### src/rtl/sd_dat_tx_ctrl.sv
`default_nettype none
// ============================================================================
// Module   : sd_dat_tx_ctrl
// Function : Single-DAT-line SD block write sequencer. Streams start bit, FIFO
//            data, CRC16 and end bit, then collects the card CRC status token.
//            Define SD_DAT_TX_BUSY_EN to also wait out card busy before done.
// Revision : 1.0
// ============================================================================
module sd_dat_tx_ctrl #(
  parameter int BLOCK_BYTES  = 512,
  parameter int CNT_W        = 13,
  parameter int STAT_TIMEOUT = 64,
  parameter int BUSY_TIMEOUT = 65535
) (
  input  logic        clk,
  input  logic        rst,
  input  logic        start,
  input  logic        fifo_empty,
  input  logic [7:0]  fifo_data,
  output logic        fifo_rdreq,
  output logic        crc_clear,
  output logic        crc_shift,
  output logic        crc_bit,
  input  logic [15:0] crc_value,
  output logic        dat_out,
  output logic        dat_oe,
  input  logic        dat_in,
  output logic        busy,
  output logic        done,
  output logic        error,
  output logic [2:0]  status
);

  localparam int WAIT_MAX = (BUSY_TIMEOUT > STAT_TIMEOUT) ? BUSY_TIMEOUT : STAT_TIMEOUT;
  localparam int WAIT_W   = $clog2(WAIT_MAX + 1);
  localparam int CW       = (CNT_W > WAIT_W) ? CNT_W : WAIT_W;

  localparam logic [CW-1:0] c_last_bit  = CW'(8 * BLOCK_BYTES - 1);
  localparam logic [CW-1:0] c_last_byte = CW'(8 * (BLOCK_BYTES - 1));
  localparam logic [CW-1:0] c_stat_last = CW'(STAT_TIMEOUT - 1);
  localparam logic [2:0]    c_tok_ok    = 3'b010;
  localparam logic [2:0]    c_tok_fail  = 3'b111;

  typedef enum logic [3:0] {
    S_IDLE,
    S_START,
    S_DATA,
    S_CRC,
    S_END,
    S_STAT_WAIT,
    S_STAT,
`ifdef SD_DAT_TX_BUSY_EN
    S_BUSY,
`endif
    S_FIN
  } state_t;

  state_t        state_q, state_d;
  logic [CW-1:0] cnt_q, cnt_d;
  logic [7:0]    shreg_q, shreg_d;
  logic [15:0]   crc_sh_q, crc_sh_d;
  logic [2:0]    status_q, status_d;
  logic          drive;

  always_ff @(posedge clk) begin
    if (!rst) begin
      state_q  <= S_IDLE;
      cnt_q    <= '0;
      shreg_q  <= '0;
      crc_sh_q <= '0;
      status_q <= '0;
    end else begin
      state_q  <= state_d;
      cnt_q    <= cnt_d;
      shreg_q  <= shreg_d;
      crc_sh_q <= crc_sh_d;
      status_q <= status_d;
    end
  end

  always_comb begin
    state_d    = state_q;
    cnt_d      = cnt_q;
    shreg_d    = shreg_q;
    crc_sh_d   = crc_sh_q;
    status_d   = status_q;
    drive      = 1'b0;
    dat_out    = 1'b1;
    crc_clear  = 1'b0;
    crc_shift  = 1'b0;
    crc_bit    = 1'b0;
    fifo_rdreq = 1'b0;
    busy       = 1'b1;
    done       = 1'b0;
    error      = 1'b0;
    status     = status_q;

    case (state_q)
      S_IDLE: begin
        busy      = 1'b0;
        crc_clear = 1'b1;
        cnt_d     = '0;
        if (start) begin
          if (fifo_empty) begin
            done     = 1'b1;
            error    = 1'b1;
            status   = c_tok_fail;
            status_d = c_tok_fail;
          end else begin
            fifo_rdreq = 1'b1;
            status_d   = '0;
            state_d    = S_START;
          end
        end
      end
      S_START: begin
        drive   = 1'b1;
        dat_out = 1'b0;
        shreg_d = fifo_data;
        cnt_d   = '0;
        state_d = S_DATA;
      end
      S_DATA: begin
        drive     = 1'b1;
        dat_out   = shreg_q[7];
        crc_shift = 1'b1;
        crc_bit   = shreg_q[7];
        shreg_d   = {shreg_q[6:0], 1'b0};
        cnt_d     = cnt_q + CW'(1);
        // Prefetch the next byte one bit early so it lands exactly at bit 7.
        if (cnt_q[2:0] == 3'd6 && cnt_q < c_last_byte) begin
          if (fifo_empty) begin
            status_d = c_tok_fail;
            state_d  = S_FIN;
          end else begin
            fifo_rdreq = 1'b1;
          end
        end
        if (cnt_q[2:0] == 3'd7) begin
          shreg_d = fifo_data;
          if (cnt_q == c_last_bit) begin
            cnt_d   = '0;
            state_d = S_CRC;
          end
        end
      end
      S_CRC: begin
        drive = 1'b1;
        cnt_d = cnt_q + CW'(1);
        if (cnt_q == '0) begin
          dat_out  = crc_value[15];
          crc_sh_d = {crc_value[14:0], 1'b0};
        end else begin
          dat_out  = crc_sh_q[15];
          crc_sh_d = {crc_sh_q[14:0], 1'b0};
        end
        if (cnt_q == CW'(15)) begin
          cnt_d   = '0;
          state_d = S_END;
        end
      end
      S_END: begin
        drive   = 1'b1;
        cnt_d   = '0;
        state_d = S_STAT_WAIT;
      end
      S_STAT_WAIT: begin
        cnt_d = cnt_q + CW'(1);
        if (!dat_in) begin
          cnt_d   = '0;
          state_d = S_STAT;
        end else if (cnt_q == c_stat_last) begin
          status_d = c_tok_fail;
          state_d  = S_FIN;
        end
      end
      S_STAT: begin
        status_d = {status_q[1:0], dat_in};
        cnt_d    = cnt_q + CW'(1);
        if (cnt_q == CW'(2)) begin
          cnt_d = '0;
`ifdef SD_DAT_TX_BUSY_EN
          state_d = S_BUSY;
`else
          state_d = S_FIN;
`endif
        end
      end
`ifdef SD_DAT_TX_BUSY_EN
      // First cycle here is the token end bit, so it never ends the wait.
      S_BUSY: begin
        cnt_d = cnt_q + CW'(1);
        if (cnt_q != '0 && dat_in) begin
          state_d = S_FIN;
        end else if (cnt_q == CW'(BUSY_TIMEOUT)) begin
          status_d = c_tok_fail;
          state_d  = S_FIN;
        end
      end
`endif
      S_FIN: begin
        busy    = 1'b0;
        done    = 1'b1;
        error   = (status_q != c_tok_ok);
        state_d = S_IDLE;
      end
      default: state_d = S_IDLE;
    endcase

    // The line is released as soon as reset is asserted, not one edge later.
    dat_oe = drive & rst;
  end

endmodule
`default_nettype wire

### config.mk
export PLATFORM = sky130hd
export DESIGN_NAME = sd_dat_tx_ctrl
export DESIGN_NICKNAME = d
export VERILOG_FILES = /design/src/rtl/sd_dat_tx_ctrl.sv
export SDC_FILE = /design/constraint.sdc
export NUM_CORES = 1
export LEC_CHECK = 0
export CORE_MARGIN = 4
export CORE_UTILIZATION = 60
export CTS_BUF_LIST = sky130_fd_sc_hd__clkbuf_2 sky130_fd_sc_hd__clkbuf_4 sky130_fd_sc_hd__clkbuf_8
export DETAILED_ROUTE_END_ITERATION = 8
export DONT_BUFFER_PORTS = 1
export GPL_TIMING_DRIVEN = 0
export HOLD_SLACK_MARGIN = 0.1
export PLACE_DENSITY_LB_ADDON = 0.3
export SYNTH_ARGS = -nofsm -noshare
export SYNTH_HDL_FRONTEND = slang
export SYNTH_SLANG_ARGS = --single-unit
### constraint.sdc
create_clock -name clk -period 2.6 [get_ports clk]
set_clock_uncertainty 0.05 [all_clocks]
set_input_delay 0.52 -clock clk [delete_from_list [all_inputs] [get_ports clk]]
set_output_delay 0.52 -clock clk [all_outputs]
set_load 0.05 [all_outputs]
## After elaboration in Yosys (flattened, before gate mapping)

Cells that the tools add are included.
Widths: inputs -> output; s select.

| word-level totals | value |
|---|---|
| flip-flop bits (word level) | 47 |
| output and inout bits | 12 |
| logic and storage cells | 85 |

| cells by class | value |
|---|---|
| add/sub/neg operators | 1 |
| $lt $le $gt $ge | 1 |
| eq/ne operators | 22 |
| mux-type cells | 44 |
| bitwise logic cells | 1 |
| reduce and logical (&&, ||, !) cells | 11 |

Operator list:

| cell | number |
|---|---|
| $mux 16 | 6 |
| $pmux 16 s5 | 1 |
| $mux 4 | 10 |
| $pmux 4 s7 | 1 |
| $mux 3 | 8 |
| $add 16x1->16 const B | 1 |
| $eq 16x12->1 const B | 1 |
| $eq 16x2->1 const B | 1 |
| $eq 16x4->1 const B | 1 |
| $eq 16x6->1 const B | 1 |
| $eq 4x3->1 const B | 4 |
| $logic_not 16->1 | 1 |
| $lt 16x12->1 const B | 1 |
| $pmux 8 s2 | 1 |
| $ne 2x2->1 const B | 7 |
| $pmux 3 s4 | 1 |
| $mux 1 | 11 |
| $reduce_and 5->1 | 2 |
| $eq 4x2->1 const B | 2 |
| $mux 8 | 1 |
| $eq 3x3->1 const B | 2 |
| $pmux 1 s2 | 3 |
| $reduce_bool 5->1 | 1 |
| $eq 4x1->1 const B | 1 |
| 11 further kinds | 11 |

## Depth between registers and ports, before layout

Gate-level depths: netlist (run 1).

| depth | value |
|---|---|
| depth after elaboration | 6 |
| depth in mapped cells | 8 |

## Least setup slack after synthesis (run 1)

No wires, ideal clock.

| timing | value |
|---|---|
| kind | register to output |
| start point | register state_q[2] |
| end point | output error |
| data arrival time | 3382 ps |
| required time | 2030 ps |
| slack | -1352 ps |
| cell stages (with the launch flop) | 6 |
| cell sequence | dfxtp_1 > clkbuf_1 > clkbuf_1 > nor4_1 > nand3_1 > o21ai_1 |

| on the way | value |
|---|---|
| cells in the longest elaborated chain, start to end | 2 |
| elaborated cells on any way between the ends | 3 |

Ends and longest elaborated chain:

| what | line | text |
|---|---|---|
| from (decl) | 58 | `state_t state_q, state_d;` |
| from (signal assigned) | 73 | `state_q <= state_d;` |
| $eq 4x3->1 / $logic_not 4->1 (equally long branches) | 98 | `case (state_q)` |
| $pmux 1 s2 * | 98 |  |
| to (decl) | 30 | `output logic error,` |

Every way passes the cells marked *; elsewhere a longest branch is shown, timed or not.

## Worst setup path after layout (run 1)

| timing | value |
|---|---|
| start point | register state_q[2] |
| end point | output status[1] |

| on the way | value |
|---|---|
| cells in the longest elaborated chain, start to end | 2 |

Ends and longest elaborated chain:

| what | line | text |
|---|---|---|
| $logic_not 4->1 | 98 |  |
| $mux 3 | 98 |  |
| to (decl) | 31 | `output logic [2:0] status` |

Every way passes these cells.

==> run summary, run 1 <==
critical path class - flip-flop to output pin
Routed Antenna Nets - 0
port bufs - 0
Synth Instances - 316
row count - 23
fin crit share - 1.04
CP max stage cell - nor4_4
initial core utilization - 0.634
largest net degree at the start of global routing - 16
sequential share of the synthesized area - 0.355
Distinct cells, synth - 58
Final Routed Wirelength - 6380 um
Antenna Cells - 0
grt total ovfl - 0
CTS tree - yes
Main synth FF type - dfxtp_1
Crit. End Element - output pin
failing checks - negative setup slack
cell with the most instances after synthesis - dfxtp_1
yosys warns - 0
Die Span Y - 73.7 um
Buf/Inv on CP - 2
Required @ worst endpoint - 2.03 ns
Pleak - 1.08 nW
Initial DRC Count - 248
Clk pin slew, worst setup/hold paths - 0.10 ns
Syn Area/Cell - 8.20 um2
syn nets - 349
DP HPWL - 4280 um
f_max - 0.369 GHz
#FFs+latches synth - 46
Max-slew headroom - 0.316
Final setup viols - 6
Die X - 73.7 um
number of enable flip-flop cells after synthesis - 0
Hold Fails Final Rpt - 0
number of global-route vias before repair - 2213
top post-synthesis cells by area - dfxtp_1, mux2i_1, a21oi_1
final setup margin - -0.107 ns
Filler Cell Count - 284
FFs w/ async S/R, synth - 0
leading area contributor after synthesis - dfxtp_1
drt first pass iters - 5
Final Cell Area - 3010 um2
DRC - 0
initial antenna violation count - 0
total CTS buffers - 5
Post-Place Setup Slack - -0.361 ns
Arr. time, crit path - 2.14 ns
Yosys top cell area share - 0.355
Cell Area, Synth - 2590 um2
nets - 360
startpoint class of the critical path - flip-flop
Max Slew Vio Count - 0
minimum clock period - 2.71 ns
first-pass GRT wire length - 11000 um
family with the most delay on the worst path - simple AND/OR/NAND/NOR gates
area delta synth->final - 16.3%
layout cell share with drive strength beyond 1 - 0.171
worst-margin pin slew - 1.02 ns
Crit path largest cell delay - 0.83 ns
unrepaired setup endpoints after global routing - yes
clock root buffer - clkbuf_8
CP cell instances - clkbuf_16 -> nor4_4 -> nand3_4 -> buf_8 -> nand2b_4
peak supply drop - 0.482 mV
insertion delay to the later sink of the worst-skew pair - 0.31 ns
crit path max fanout - 5
via count - 2406
I/O Pins - 41
GP Congestion - 0.862
Core ar. - 4090 um2
Hold Path Class - input port to flip-flop
DR vias/cell - 6.37
Area after DPL - 2680 um2
status - finished, violations left
Max H-tree Level - 2
most frequent cells after synthesis - dfxtp_1, nor2_1, a21oi_1, nand2_1, mux2i_1
# clock sinks - 46
die area - 5430 um2
WL/cell - 16.9 um
# hold bufs at CTS - 0
Max Cap Viol - 0
PD cells - 506 nW/um2
Tot GR Track Use - 0.258
maximum clock insertion buffer count - 2
## logic make-up (layout without fill, tap and decap cells)
| group | after synthesis | count (layout) | synth area share |
|---|---|---|---|
| simple gates | 119 | 119 | 0.254 |
| compound gates | 80 | 80 | 0.195 |
| flops | 46 | 46 | 0.355 |
| buf+inv | 31 | 43 | 0.0468 |
| mux | 22 | 22 | 0.0850 |
| xor+xnor | 13 | 13 | 0.0439 |
| fa+ha+maj | 4 | 4 | 0.0193 |
| other cells | 1 | 1 | 0.00145 |
## where the power goes
| group | internal (mW) | switching [mW] | leakage (nW) |
|---|---|---|---|
| combinational | 0.0569 | 0.107 | 0.635 |
| sequential | 0.710 | 0.0112 | 0.375 |
| clock | 0.385 | 0.253 | 0.0683 |
## routing by layer
| layer | wire length (um) | track usage | vias to the layer above |
|---|---|---|---|
| li1 | - | - | 1175 |
| met4 | 80 | 0.0765 | 0 |
| met5 | 0 | 0 | - |
| met1 | 2810 | 0.347 | 1129 |
| met2 | 3020 | 0.412 | 95 |
| met3 | 472 | 0.0588 | 7 |
## placed cells by master, fill, tap and decap left out, types with 4 or more instances in the layout
cell,count
nand4_1,5
xor2_1,6
nand3_1,13
clkbuf_8,5
dfxtp_1,40
nor2_1,25
nand2_1,23
inv_1,7
nor3_1,6
nor4_1,5
o21ai_1,10
dfxtp_2,4
ha_1,4
and4_1,5
buf_4,7
o21ai_0,11
clkbuf_1,11
xnor2_1,7
a211oi_1,7
mux2i_1,22
a21oi_1,25
## through the flow
stage	utilization	instances	hold slack (ns)	total power, mW	setup TNS, ns
2_1_floorplan	-	316	0.406	0.858	-0.336
3_3_place_gp	0.655	366	0.420	0.879	-1.29
3_5_place_dp	0.655	366	0.440	0.882	-1.57
4_1_cts	0.735	379	0.361	1.53	-0.639
5_1_grt	0.737	378	0.363	1.58	-0.839
6_report	0.737	378	0.362	1.52	-0.563
## sequential cells by signal, indices dropped and copies added (netlist names)
| signal | cells |
|---|---|
| status_q | 3 |
| cnt_q | 16 |
| state_q | 4 |
| crc_sh_q | 15 |
| shreg_q | 8 |
## path summary, 6_finish.rpt
check / start / endpoint / slack [ns] / cells past startpoint
setup reg to reg: cnt_q[15] / cnt_q[10] / 0.25 / 7
hold reg to reg: cnt_q[15] / cnt_q[15] / 0.45 / 2
setup / recovery: state_q[2] / status[1] / -0.11 / 5
hold / removal: crc_value[12] / crc_sh_q[13] / 0.36 / 2
## area by class of cell
class	instances	area, um2	area share
Tap cell	50	62.6	0.0208
Sequential cell	46	933	0.310
Inverter	10	37.5	0.0125
Timing Repair Buffer	8	67.6	0.0224
Clock buffer	5	68.8	0.0228
Buffer	17	91.3	0.0303
Multi-Input combinational cell	239	1680	0.559
Clock inverter	3	68.8	0.0228
## worst reg2reg max path, delay by kind of cell, from the launching register on
| kind | cells | cell delay (ns) |
|---|---|---|
| compound gates | 2 | 0.53 |
| simple gates | 3 | 0.88 |
| buf+inv | 2 | 0.43 |
| flops | 1 | 0.35 |
## what timing repair did
item,CTS,global route
setup buffers,7,1
hold endpoints to repair,0,0
endpoints found under the setup margin,9,19
gates resized for setup,35,7
pin swaps,7,2
(Power assumes the default switching activity.)
==> inputs of run 2 (changes only) <==
==> constraint.sdc (replaced) <==
create_clock -name clk -period 3.4 [get_ports clk]
set_clock_uncertainty 0.05 [all_clocks]
set_input_delay 0.68 -clock clk [delete_from_list [all_inputs] [get_ports clk]]
set_output_delay 0.68 -clock clk [all_outputs]
set_load 0.05 [all_outputs]
==> run summary, run 2 (same netlist as run 1, synthesis figures left out) <==
Reg with most FFs - cnt_q
nets - 356 (-1.1%)
Met3 Wirelength - 485 um (+2.8%)
WL met1 - 2560 um (-8.9%)
layout cell share with drive strength beyond 1 - 0.108 (-0.0624)
DP HPWL - 4260 um (-0.53%)
I/O Pins - 41 (unchanged)
Core ar. - 4090 um2 (unchanged)
largest net degree at the start of global routing - 14 (-2)
grt total ovfl - 0 (unchanged)
Reg-to-Reg End - state_q[0]
Reg2Reg Depth - 7 (unchanged)
Final Cell Area - 2840 um2 (-5.7%)
max layer used - met4
Max Cap Viol - 0 (unchanged)
PD cells - 380 nW/um2 (-25%)
Setup TNS - 0 ns (+0.563 ns)
# hold bufs at CTS - 0 (unchanged)
Arr. time, crit path - 2.50 ns (+0.36 ns)
die area - 5430 um2 (unchanged)
unrepaired setup endpoints after global routing - no
most common cell after layout, fill and taps aside - dfxtp_1
initial antenna violation count - 0 (unchanged)
max reg flops - 16 (unchanged)
Crit. End Element - output pin
Max Slew Vio Count - 0 (unchanged)
via count - 2356 (-2.1%)
GP Congestion - 0.861 (-0.12%)
first-pass GRT wire length - 10000 um (-8.4%)
Initial DRC Count - 218 (-12%)
CTS tree - yes
worst r2r src - state_q[2]
WHS - 0.451 ns (+0.0890 ns)
Regs by FF count - cnt_q (16), crc_sh_q (15), shreg_q (8)
port bufs - 0 (unchanged)
crit path max fanout - 10 (+5)
flop-to-flop setup slack - 0.98 ns (+0.73 ns)
crit path to - done
hold path depth - 2 (unchanged)
Required @ worst endpoint - 2.67 ns (+0.64 ns)
DR vias/cell - 6.32 (-0.77%)
Tot GR Track Use - 0.231 (-0.0271)
peak supply drop - 0.277 mV (-43%)
fin crit share - 0.950
total CTS buffers - 5 (unchanged)
Routed Antenna Nets - 0 (unchanged)
DRC - 0 (unchanged)
postcts setup bufs - 0 (-7)
Max H-tree Level - 2 (unchanged)
number of global-route vias before repair - 2257 (+2.0%)
Area after DPL - 2660 um2 (-0.65%)
Clk pin slew, worst setup/hold paths - 0.09 ns (about the same)
insertion delay to the later sink of the worst-skew pair - 0.29 ns (-0.02 ns)
initial core utilization - 0.634 (unchanged)
status - completed
Pleak - 1.00 nW (-7.2%)
Antenna Cells - 0 (unchanged)
minimum clock period - 3.23 ns
startpoint class of the critical path - flip-flop
Final setup viols - 0 (-6)
area delta synth->final - 9.61%
worst-margin pin slew - 1.15 ns (+0.131 ns)
clock root buffer - clkbuf_8
Hold Fails Final Rpt - 0 (unchanged)
maximum clock insertion buffer count - 2 (unchanged)
metal2 WL - 2810 um (-7.0%)
WL/cell - 16.0 um (-5.4%)
Worst Setup SP - state_q[2]
Die X - 73.7 um (unchanged)
# clock sinks - 46 (unchanged)
f_max - 0.310 GHz
most frequent cells in the layout - dfxtp_1, nor2_1, a21oi_1
Max-slew headroom - 0.230 (-0.0858)
row count - 23 (unchanged)
Die Span Y - 73.7 um (unchanged)
critical path class - flip-flop to output pin
Final Routed Wirelength - 5960 um (-6.7%)
Hold Path Class - flip-flop to flip-flop
drt first pass iters - 5 (unchanged)
## run 2: where the power goes
group | switching, mW | leakage [nW] | internal, mW
logic | 0.0791 | 0.573 | 0.0388
clock network | 0.175 | 0.0573 | 0.235
registers | 0.00552 | 0.372 | 0.544
total | 0.260 | 1.00 | 0.818
## run 2: through the flow
step	setup slack, ns	instances	total power [mW]	utilization
3_3_place_gp	-0.189	366	0.670	0.651
5_1_grt	0.0214	373	1.12	0.695
6_report	0.170	373	1.08	0.695
2_1_floorplan	0.0604	316	0.654	-
4_1_cts	-0.0944	373	1.08	0.683
3_5_place_dp	-0.203	366	0.671	0.651
## run 2: timing repair
item,CTS,global route
endpoints found under the setup margin,8,6
cloned,0,0
gates resized for setup,3,13
pin swaps,0,1
## run 2: cell type report
class / count / area, um2
clock inverter: 1 / 30.0
tap: 50 / 62.6
fill: 331 / 1250
sequential: 46 / 921
buffer: 21 / 85.1
inverter: 10 / 37.5
clock buffer: 6 / 82.6
multi-input combinational: 239 / 1620
## run 2: how the worst min path moves through the flow
stage	from	end	slack, ns
floorplan	status_q[2]	status_q[2]	0.41
global placement	status_q[2]	status_q[2]	0.43
detailed placement	status_q[2]	status_q[2]	0.43
CTS	status_q[2]	status_q[2]	0.45
global route	cnt_q[15]	cnt_q[15]	0.47
finish	shreg_q[4]	shreg_q[4]	0.45
## run 2: per-layer routing
metal	global-route usage	up-vias
met4	0.0885	0
met3	0.0684	17
li1	-	1159
met5	0	-
met2	0.371	98
met1	0.291	1082
## run 2: critical path, stage by stage, from the launching register on
cell      delay, ns
dfxtp_1        0.31
clkbuf_1       0.20
clkbuf_2       0.28
nor4_4         0.84
nand3_4        0.26
nand2_2        0.31
